File: src/rtl/xyzw_rec_packer.sv
// -----------------------------------------------------------------------------
// xyzw_rec_packer
// Purpose: accepts one {x, y, z, w} field set at a time, holds it for
// SETTLE_CYCLES cycles, packs it MSB-first into a REC_W-bit record and queues
// it in a 2-entry output buffer drained by a valid/ready handshake.
//
// Ports:
//   clk        in   1      rising-edge clock
//   rst_n      in   1      synchronous active-low reset
//   in_valid   in   1      field set on in_* is valid
//   in_ready   out  1      stage can accept a field set (IDLE)
//   in_x       in   1      field x (record MSB)
//   in_y       in   Y_W    field y
//   in_z       in   1      field z
//   in_w       in   W_W    field w (record LSBs)
//   out_valid  out  1      out_rec holds the head buffer entry
//   out_ready  in   1      consumer takes the head entry
//   out_rec    out  REC_W  packed record {x, y, z, w}
//   occupancy  out  2      buffer entries, 0..2
// -----------------------------------------------------------------------------
module xyzw_rec_packer #(
  parameter int SETTLE_CYCLES = 3,
  parameter int Y_W           = 4,
  parameter int W_W           = 2,
  localparam int REC_W        = 2 + Y_W + W_W
) (
  input  logic             clk,
  input  logic             rst_n,
  input  logic             in_valid,
  output logic             in_ready,
  input  logic             in_x,
  input  logic [Y_W-1:0]   in_y,
  input  logic             in_z,
  input  logic [W_W-1:0]   in_w,
  output logic             out_valid,
  input  logic             out_ready,
  output logic [REC_W-1:0] out_rec,
  output logic [1:0]       occupancy
);

  typedef enum logic [1:0] {
    IDLE   = 2'd0,
    SETTLE = 2'd1,
    PUSH   = 2'd2
  } state_t;

  // Counter reload value; a zero settle interval skips SETTLE entirely.
  localparam logic [3:0] C_CNT_LOAD = (SETTLE_CYCLES == 0) ? 4'd0 : 4'(SETTLE_CYCLES - 1);

  state_t             r_state;
  logic [3:0]         r_cnt;
  logic [REC_W-1:0]   r_hold;
  logic [REC_W-1:0]   r_mem [2];
  logic               r_head;
  logic               r_tail;
  logic [1:0]         r_count;
  logic               r_in_ready;
  logic               r_out_valid;
  logic [REC_W-1:0]   r_out_rec;

  state_t             w_state_next;
  logic [3:0]         w_cnt_next;
  logic               w_accept;
  logic               w_pop;
  logic               w_push;
  logic [1:0]         w_count_next;
  logic               w_head_next;
  logic [REC_W-1:0]   w_head_rec;
  logic [REC_W-1:0]   w_out_rec_next;
  logic [REC_W-1:0]   w_packed_in;

  assign w_packed_in = {in_x, in_y, in_z, in_w};
  assign w_accept    = (r_state == IDLE) && in_valid;
  assign w_pop       = r_out_valid && out_ready;
  // A full buffer still takes the record when the head leaves on the same edge.
  assign w_push      = (r_state == PUSH) && ((r_count != 2'd2) || w_pop);

  // Next-state and settle-counter logic.
  always_comb begin
    w_state_next = r_state;
    w_cnt_next   = r_cnt;
    case (r_state)
      IDLE: begin
        if (in_valid) begin
          if (SETTLE_CYCLES == 0) begin
            w_state_next = PUSH;
            w_cnt_next   = 4'd0;
          end else begin
            w_state_next = SETTLE;
            w_cnt_next   = C_CNT_LOAD;
          end
        end else begin
          w_state_next = IDLE;
        end
      end
      SETTLE: begin
        if (r_cnt == 4'd0) begin
          w_state_next = PUSH;
        end else begin
          w_cnt_next = r_cnt - 4'd1;
        end
      end
      PUSH: begin
        if (w_push) begin
          w_state_next = IDLE;
        end else begin
          w_state_next = PUSH;
        end
      end
      default: begin
        w_state_next = IDLE;
        w_cnt_next   = 4'd0;
      end
    endcase
  end

  // Buffer count/head bookkeeping and the value that will sit at the head.
  always_comb begin
    w_count_next = r_count;
    case ({w_push, w_pop})
      2'b10:   w_count_next = r_count + 2'd1;
      2'b01:   w_count_next = r_count - 2'd1;
      default: w_count_next = r_count;
    endcase
    w_head_next = w_pop ? ~r_head : r_head;
    // The record being written this edge lands at the new head when the
    // buffer would otherwise hold nothing ahead of it.
    if (w_push && (w_head_next == r_tail)) begin
      w_head_rec = r_hold;
    end else begin
      w_head_rec = r_mem[w_head_next];
    end
    // An empty buffer keeps showing the last popped value.
    if (w_count_next != 2'd0) begin
      w_out_rec_next = w_head_rec;
    end else begin
      w_out_rec_next = r_out_rec;
    end
  end

  // FSM state, settle counter and holding register.
  always_ff @(posedge clk) begin
    if (!rst_n) begin
      r_state    <= IDLE;
      r_cnt      <= 4'd0;
      r_hold     <= '0;
      r_in_ready <= 1'b1;
    end else begin
      r_state    <= w_state_next;
      r_cnt      <= w_cnt_next;
      r_in_ready <= (w_state_next == IDLE);
      if (w_accept) begin
        r_hold <= w_packed_in;
      end
    end
  end

  // Output buffer storage, pointers and registered outputs.
  always_ff @(posedge clk) begin
    if (!rst_n) begin
      r_mem[0]    <= '0;
      r_mem[1]    <= '0;
      r_head      <= 1'b0;
      r_tail      <= 1'b0;
      r_count     <= 2'd0;
      r_out_valid <= 1'b0;
      r_out_rec   <= '0;
    end else begin
      if (w_push) begin
        r_mem[r_tail] <= r_hold;
        r_tail        <= ~r_tail;
      end
      r_head      <= w_head_next;
      r_count     <= w_count_next;
      r_out_valid <= (w_count_next != 2'd0);
      r_out_rec   <= w_out_rec_next;
    end
  end

  assign in_ready  = r_in_ready;
  assign out_valid = r_out_valid;
  assign out_rec   = r_out_rec;
  assign occupancy = r_count;

endmodule

File: config.mk
export PLATFORM = sky130hd
export DESIGN_NAME = xyzw_rec_packer
export DESIGN_NICKNAME = d
export VERILOG_FILES = /design/src/rtl/xyzw_rec_packer.sv
export SDC_FILE = /design/constraint.sdc
export NUM_CORES = 1
export LEC_CHECK = 0
export BUFFER_PORTS_ARGS = -buffer_cell sky130_fd_sc_hd__buf_2
export CAP_MARGIN = 20
export CORE_ASPECT_RATIO = 1.25
export CORE_UTILIZATION = 51
export CTS_BUF_LIST = sky130_fd_sc_hd__clkbuf_16
export DETAILED_ROUTE_END_ITERATION = 7
export PLACE_DENSITY = 0.71
export SYNTH_ARGS = -nofsm -noshare
export SYNTH_HDL_FRONTEND = slang
export SYNTH_SLANG_ARGS = --single-unit
File: constraint.sdc
create_clock -name clk -period 2.41 [get_ports clk]
set_clock_uncertainty 0.05 [all_clocks]
set_input_delay 0.1205 -clock clk [delete_from_list [all_inputs] [get_ports clk]]
set_output_delay 0.1205 -clock clk [all_outputs]
set_load 0.005 [all_outputs]
==> results of run 1 <==
[logic make-up after synthesis]
kind of cell	synth area share
buffers and inverters	0.0483
AND/OR/NAND/NOR	0.197
XOR/XNOR	0.0425
adder cells (fa/ha/maj)	0.0193
multiplexers	0.0412
flip-flops	0.536
AO/OA/AOI/OAI	0.116
[through the flow]
stage | cells | setup TNS, ps | power [uW] | cell area, um2 | utilization
after global routing | 264 | -48.7 | 2080 | 2330 | 0.652
after detailed placement | 255 | 0 | 1240 | 2130 | 0.597
after floorplan | 192 | 0 | 1130 | 1940 | -
final | 264 | 0 | 2010 | 2330 | 0.652
after CTS | 263 | 0 | 2010 | 2300 | 0.645
after global placement | 255 | 0 | 1220 | 2130 | 0.597
[flip-flops by register name, summed over array words and instances, names as in the netlist]
signal and flops:
r_mem 16, out_rec 8, r_hold 8, r_cnt 4, occupancy 2, r_state 2
in_ready 1, out_valid 1, r_head 1, r_tail 1
[cell type report]
| class | instances | area, um2 |
|---|---|---|
| fillers | 289 | 1240 |
| flip-flops and latches | 44 | 1040 |
| multi-input cells | 126 | 823 |
| repair buffers | 33 | 190 |
| clock buffers | 5 | 125 |
| inverters | 14 | 52.6 |
| well taps | 39 | 48.8 |
| clock inverters | 3 | 46.3 |
[placed cells by master (no fill, tap or decap), types with 2 or more instances in the layout]
master / count
o221ai_1: 5
a211oi_2: 2
buf_2: 23
buf_4: 10
xor2_1: 3
nor3_1: 16
nand2_1: 21
nor2b_1: 3
dfxtp_1: 27
inv_1: 11
ha_1: 3
clkinv_1: 2
o21ai_0: 4
and3_1: 3
nand3_1: 13
xnor2_1: 2
o221ai_2: 2
mux2i_1: 8
edfxtp_1: 16
or3_1: 2
nor2_1: 11
a21oi_1: 10
clkbuf_16: 5
[critical path: stages (launching register included)]
cell      delay (ps)
dfxtp_1          380
nand2b_1         230
a21oi_2          180
inv_1             70
ha_1             340
nor3b_1          180
a211oi_2         260
nand3_2          220
o221ai_1         250
[power by group through the flow]
stage | Combinational (uW) | Sequential (uW) | Clock, uW
after floorplan | 242 | 884 | 0
after global placement | 331 | 891 | 0
after detailed placement | 344 | 894 | 0
after CTS | 347 | 879 | 782
after global routing | 387 | 887 | 804
final | 351 | 881 | 774
[path summary, 6_finish.rpt]
| path | end | cells past startpoint | startpoint |
|---|---|---|---|
| min | r_hold[7] | 3 | in_x |
| min reg2reg | r_hold[4] | 2 | r_hold[4] |
| max | out_rec[6] | 8 | r_state[0] |
| max reg2reg | out_rec[6] | 8 | r_state[0] |
[repair_timing]
action                     CTS  global route
gates resized for setup      0             4
buffers inserted             0             1
setup endpoints to repair    0             8
hold buffers                 0             0
[per-layer routing]
layer  track usage  vias to the layer above  wire, um
met3        0.0494                       11       176
li1              -                      743         -
met2         0.413                       37      2250
met1         0.266                      722      1710
met5             0                        -         0
met4        0.0894                        0        89
==> impl_metrics.py, run 1 <==
metrics = {
    "synth": {
        "yosysTopAreaCell": "dfxtp_1",
        "ys_top_cells_by_area": "dfxtp_1 29%, edfxtp_1 25%, mux2i_1 4.1%",
        "synth_flop_cell": "dfxtp_1",
        "async_reset_ff_frac": 0,
        "syn-cell-area_um2": 1940,
        "synth.distinct_cells": 41,
        "synth_edf_count": 16,
        "ys_ff_latch": 44,
        "syn_inst": 192,
        "synthTopCellsByCount": "28 x dfxtp_1, 21 x nand2_1, 16 x edfxtp_1, 16 x nor3_1, 13 x nand3_1",
        "synth_nets": 207,
        "netlist.area_leader.share": 0.288,
        "synth_warnings": 0,
        "synth.most_common_cell": "dfxtp_1",
        "synth_area_per_cell_um2": 10.1,
        "yosysSeqAreaShare": 0.536,
    },
    "cts": {
        "cts.reportedPaths.clkPinSlew_ps": 60,
        "cts.path.max_buffers": 2,
        "clockRootBuffer": "clkbuf_16",
        "cts_tree": "yes",
        "numCtsBuffers": 5,
        "cts.htree.levels": 2,
        "clk_latency_ps": 290,
        "cts_sinks": 44,
    },
    "global_routing": {
        "grt_pass1_vias": 1525,
        "grt_max_degree": 17,
        "grtUsageTotal": 0.231,
        "antenna_found_initial": 0,
        "overflow": 0,
        "grt_pass1_wl_mm": 7.04,
    },
    "power_and_ir_drop": {
        "p_seq_frac": 0.439,
        "power_density_nw_per_um2": 861,
        "pwr-share-clk": 0.386,
        "vdd_ir_drop_max_v": 0.000460,
        "p_comb_frac": 0.175,
        "switching_power_uw": 525,
        "internal_power_uw": 1480,
        "swShare": 0.262,
        "leakage_uw": 0.000948,
    },
    "floorplan": {
        "coreArea_um2": 3570,
        "die_area_um2": 4060,
        "die_h_um": 71.0,
        "num_rows": 24,
        "ios": 24,
        "die_x_um": 57.2,
        "start_util": 0.544,
    },
    "routing": {
        "postRouteAntennaNets": 0,
        "wl_mm": 4.23,
        "routed-via-count": 1513,
        "drtIter0Drc": 51,
        "first_pass_iters": 6,
        "drc_errors": 1,
        "wl_per_cell_um": 16.0,
        "avgViaCountPerCell": 5.73,
    },
    "placed_design": {
        "place_ws_ps": 108,
        "post-dp-hpwl_mm": 3.14,
        "io_buffers": 23,
        "gp_congestion": 0.793,
    },
    "setup_path": {
        "endpoint_kind": "flop",
        "critical_path_class": "flop to flop",
        "required_ps": 2560,
        "r2r_slack_ps": 160,
        "critPathMaxFanout": 10,
        "cp.arrival_ps": 2400,
        "startpoint_type": "flop",
    },
    "timing": {
        "finalSetupViolCount": 0,
        "worst_slew_pin_slew_ps": 430,
        "fin_ws_ps": 158,
        "hold_viol": 0,
        "maxSlewHeadroom": 0.713,
        "hold-worst-slack_ps": 17.8,
        "finalCritPeriodShare": 0.935,
        "rsz0062_at_grt": "true",
        "min_period_ps": 2250,
        "drv_slew": 0,
        "fmax_mhz": 444,
    },
    "final_layout": {
        "antenna_cells": 0,
        "nets": 239,
        "drive_above_1_share": 0.249,
        "area.growth.synth_to_final_pct": 19.8,
    },
    "run_status": {
        "violations": "DRC",
        "outcome": "finished, violations left",
    },
    "hold_path": {
        "hold_path.class": "input port to flop",
    },
    "job": {
        "cap_violations": 0,
    },
}
(Power assumes the default switching activity.)
==> inputs of run 2 (changes only) <==
--- a/config.mk
+++ b/config.mk
@@ -5,7 +5,7 @@
 export SDC_FILE = /design/constraint.sdc
 export NUM_CORES = 1
 export LEC_CHECK = 0
-export BUFFER_PORTS_ARGS = -buffer_cell sky130_fd_sc_hd__buf_2
+export BUFFER_PORTS_ARGS = -buffer_cell sky130_fd_sc_hd__buf_4
 export CAP_MARGIN = 20
 export CORE_ASPECT_RATIO = 1.25
 export CORE_UTILIZATION = 51
==> impl_metrics.py, run 2 (synthesis results as in run 1) <==
metrics = {
    "run_status": {
        "outcome": "finished, violations left",
        "violations": "DRC",
    },
    "timing": {
        "finalSetupViolCount": 0,
        "min_period_ps": 2300,
        "finalCritPeriodShare": 0.954,
        "drv_slew": 0,
        "rsz0062_at_grt": "false",
        "maxSlewHeadroom": 0.537,
        "worst_slew_pin_slew_ps": 691,
        "finalSetupTns_ps": 0,
        "fmax_mhz": 435,
        "hold_viol": 0,
    },
    "routing": {
        "wl_per_cell_um": 16.2,
        "first_pass_iters": 6,
        "drtIter0Drc": 72,
        "routed-via-count": 1495,
        "postRouteAntennaNets": 0,
        "avgViaCountPerCell": 5.73,
        "drc_errors": 1,
        "wl_mm": 4.23,
    },
    "setup_path": {
        "endpoint_kind": "flop",
        "ff2ff_path_depth": 8,
        "critical_path_class": "flop to flop",
        "required_ps": 2550,
        "critPathMaxFanout": 8,
        "startpoint_type": "flop",
        "cp.arrival_ps": 2440,
    },
    "power_and_ir_drop": {
        "power_density_nw_per_um2": 812,
        "vdd_ir_drop_max_v": 0.000527,
        "leakage_uw": 0.000931,
    },
    "global_routing": {
        "grt_pass1_vias": 1556,
        "overflow": 0,
        "grt_max_degree": 17,
        "grt_pass1_wl_mm": 7.24,
        "antenna_found_initial": 0,
        "grtUsageTotal": 0.236,
    },
    "final_layout": {
        "layout_common_cells": "30 x buf_4, 28 x dfxtp_1, 21 x nand2_1",
        "fill_cells": 291,
        "nets": 236,
        "area.growth.synth_to_final_pct": 19.2,
        "regMostFlops": "r_mem",
        "finish.cell_count_without_fillers": 261,
        "layout.cells.most_common": "buf_4",
        "largest_reg_flops": 16,
        "drive_above_1_share": 0.212,
        "antenna_cells": 0,
    },
    "floorplan": {
        "num_rows": 24,
        "die_area_um2": 4060,
        "die_h_um": 71.0,
        "ios": 24,
        "start_util": 0.544,
        "die_x_um": 57.2,
        "coreArea_um2": 3570,
    },
    "cts": {
        "cts.path.max_buffers": 2,
        "cts.htree.levels": 2,
        "clk_latency_ps": 280,
        "cts.reportedPaths.clkPinSlew_ps": 60,
        "numCtsBuffers": 5,
        "cts_setup_buffers": 0,
        "clockRootBuffer": "clkbuf_16",
        "post_cts_resized": 0,
        "holdBufCountCts": 0,
        "cts_sinks": 44,
        "cts_tree": "yes",
    },
    "job": {
        "cap_violations": 0,
    },
    "placed_design": {
        "io_buffers": 23,
        "dp_cells": 253,
        "gp_congestion": 0.858,
        "post-dp-hpwl_mm": 3.19,
    },
    "hold_path": {
        "whs_path_depth": 3,
        "hold_path.class": "input port to flop",
    },
}
-- run 2: where the power goes --
group / internal, uW / leakage (uW) / switching, uW
Clock: 376 / 0.0000687 / 267
Combinational: 163 / 0.000468 / 192
Sequential: 834 / 0.000395 / 48.1
-- run 2: worst max-delay path, cell delays in order, from the launching register on --
cell	delay (ps)
dfxtp_1	460
nand2b_1	160
a21oi_2	190
inv_1	80
ha_1	350
nor3b_1	180
a21o_1	180
a211o_4	360
o221ai_1	190
-- run 2: final cells by class --
| cell class | instances | area [um2] | share of cell area |
|---|---|---|---|
| Timing Repair Buffer | 30 | 225 | 0.0972 |
| Multi-Input combinational cell | 126 | 808 | 0.349 |
| Inverter | 14 | 52.6 | 0.0227 |
| Tap cell | 39 | 48.8 | 0.0211 |
| Clock buffer | 5 | 125 | 0.0540 |
| Clock inverter | 3 | 15.0 | 0.00648 |
| Sequential cell | 44 | 1040 | 0.449 |
-- run 2: routing by layer --
layer | vias up | wire, um | GRT usage
li1 | 736 | - | -
met1 | 701 | 1750 | 0.280
met2 | 47 | 2200 | 0.401
met3 | 11 | 190 | 0.0475
met4 | 0 | 91 | 0.122
met5 | - | 0 | 0
-- run 2: metrics by stage --
stage / hold slack (ps) / area (um2) / power, uW / utilization / worst slack (ps)
after CTS: 32.8 / 2320 / 1890 / 0.648 / 77.9
final: 36.4 / 2320 / 1880 / 0.648 / 110
after global placement: 319 / 2180 / 1240 / 0.609 / 269
after floorplan: 206 / 1940 / 1130 / - / 187
after global routing: 39.7 / 2320 / 1970 / 0.648 / 7.81
after detailed placement: 329 / 2180 / 1250 / 0.609 / 119
-- run 2: final timing paths --
kind / start / endpoint / slack (ps)
setup / recovery: r_state[1] / out_rec[3] / 110
setup reg to reg: r_state[1] / out_rec[3] / 110
hold reg to reg: r_hold[5] / r_hold[5] / 400
hold / removal: in_y[0] / r_hold[3] / 40
==> inputs of run 3 (changes only) <==
--- a/config.mk
+++ b/config.mk
@@ -11,7 +11,7 @@
 export CORE_UTILIZATION = 51
 export CTS_BUF_LIST = sky130_fd_sc_hd__clkbuf_16
 export DETAILED_ROUTE_END_ITERATION = 7
-export PLACE_DENSITY = 0.71
+export PLACE_DENSITY_LB_ADDON = 0.12
 export SYNTH_ARGS = -nofsm -noshare
 export SYNTH_HDL_FRONTEND = slang
 export SYNTH_SLANG_ARGS = --single-unit
==> impl_metrics.py, run 3 (synthesis results as in run 1) <==
metrics = {
    "run_status": {
        "outcome": "finished, violations left",
        "violations": "DRC",
    },
    "final_layout": {
        "nets": 240,
        "area.growth.synth_to_final_pct": 22.2,
        "fill_cells": 272,
        "multi_input_area_um2": 808,
        "finalInstanceArea_um2": 2370,
        "layout_common_cells": "34 x buf_4, 28 x dfxtp_1, 21 x nand2_1",
        "drive_above_1_share": 0.230,
        "layout.cells.most_common": "buf_4",
        "antenna_cells": 0,
        "regArea_um2": 1040,
        "regMostFlops": "r_mem",
        "largest_reg_flops": 16,
    },
    "power_and_ir_drop": {
        "vdd_ir_drop_max_v": 0.000504,
        "power_density_nw_per_um2": 847,
        "leakage_uw": 0.000963,
    },
    "setup_path": {
        "required_ps": 2560,
        "cp.arrival_ps": 2360,
        "slowest_stage": "dfxtp_1",
        "endpoint_kind": "flop",
        "critPathMaxFanout": 10,
        "path_cells": "nand2b_1 > a21oi_2 > inv_1 > ha_1 > nor3b_1 > a21o_1 > a211o_4 > o221ai_1",
        "startpoint_type": "flop",
        "cp_top_family": "compound AO/OA/AOI/OAI gates",
        "path_depth": 8,
        "crit_buf_inv": 1,
        "ff2ff_path_depth": 8,
        "slowest_delay_ps": 390,
        "critical_path_class": "flop to flop",
    },
    "floorplan": {
        "ios": 24,
        "die_area_um2": 4060,
        "coreArea_um2": 3570,
        "start_util": 0.544,
        "num_rows": 24,
        "die_x_um": 57.2,
        "die_h_um": 71.0,
    },
    "timing": {
        "maxSlewHeadroom": 0.695,
        "worst_slew_pin_slew_ps": 456,
        "finalSetupTns_ps": 0,
        "finalCritPeriodShare": 0.917,
        "min_period_ps": 2210,
        "finalSetupViolCount": 0,
        "rsz0062_at_grt": "false",
        "fmax_mhz": 452,
        "hold_viol": 0,
        "drv_slew": 0,
    },
    "cts": {
        "cts.htree.levels": 2,
        "cts_sinks": 44,
        "clockRootBuffer": "clkbuf_16",
        "clk_latency_ps": 280,
        "cts.path.max_buffers": 2,
        "numCtsBuffers": 5,
        "cts.reportedPaths.clkPinSlew_ps": 60,
        "cts_tree": "yes",
    },
    "hold_path": {
        "whs_path_depth": 3,
        "hold_path.class": "input port to flop",
    },
    "global_routing": {
        "grtUsageTotal": 0.231,
        "grt_pass1_vias": 1463,
        "antenna_found_initial": 0,
        "overflow": 0,
        "grt_pass1_wl_mm": 6.95,
        "grt_max_degree": 17,
    },
    "routing": {
        "postRouteAntennaNets": 0,
        "routed-via-count": 1502,
        "avgViaCountPerCell": 5.67,
        "drc_errors": 1,
        "first_pass_iters": 6,
        "drtIter0Drc": 55,
        "wl_mm": 4.22,
        "wl_per_cell_um": 15.9,
    },
    "job": {
        "cap_violations": 0,
    },
    "placed_design": {
        "place_area_um2": 2190,
        "io_buffers": 23,
        "gp_congestion": 0.840,
        "post-dp-hpwl_mm": 3.01,
    },
}
[run 3: path summary, 6_finish.rpt]
kind	startpoint	slack (ps)	to
worst max-delay path	r_state[0]	200	out_rec[3]
worst max register to register	r_state[0]	200	out_rec[3]
worst min-delay path	in_y[2]	40	r_hold[5]
worst min register to register	r_hold[4]	410	r_hold[4]
[run 3: metrics by stage]
stage / worst slack, ps / hold slack (ps) / power, uW / std cells / utilization
2_1_floorplan: 187 / 206 / 1130 / 192 / -
3_5_place_dp: 130 / 333 / 1250 / 255 / 0.613
3_3_place_gp: 259 / 320 / 1240 / 255 / 0.613
6_report: 199 / 35.8 / 2010 / 265 / 0.664
4_1_cts: 119 / 33.9 / 2010 / 263 / 0.660
5_1_grt: 0.838 / 43.3 / 2090 / 265 / 0.664
[run 3: report_power, final]
part / internal, uW / leakage (uW) / switching [uW] / total, uW
logic: 173 / 0.000487 / 193 / 366
clock network: 487 / 0.0000814 / 275 / 762
registers: 834 / 0.000395 / 47.4 / 881
total: 1490 / 0.000963 / 516 / 2010
[run 3: final cells by class]
cell class,instances,area share
Timing Repair Buffer,34,0.108
Sequential cell,44,0.439
Clock buffer,5,0.0527
Inverter,14,0.0221
Tap cell,39,0.0206
Multi-Input combinational cell,126,0.341
Clock inverter,3,0.0179
[run 3: tightest hold or removal path, delay by kind of cell]
family	cells	cell delay [ps]
compound gates	1	50
buf+inv	1	110
simple gates	1	40
[run 3: timing repair]
item / CTS / global route
endpoints found under the setup margin: 0 / 7
setup buffers: 0 / 2
gates resized for setup: 0 / 0
hold endpoints to repair: 0 / 0
hold buffers: 0 / 0
[run 3: layer usage]
metal	GRT usage	part of all wire	up-vias
met2	0.403	0.52	37
met4	0.0759	0.012	0
met3	0.0640	0.038	6
met5	0	0	-
met1	0.272	0.43	716
li1	-	-	743
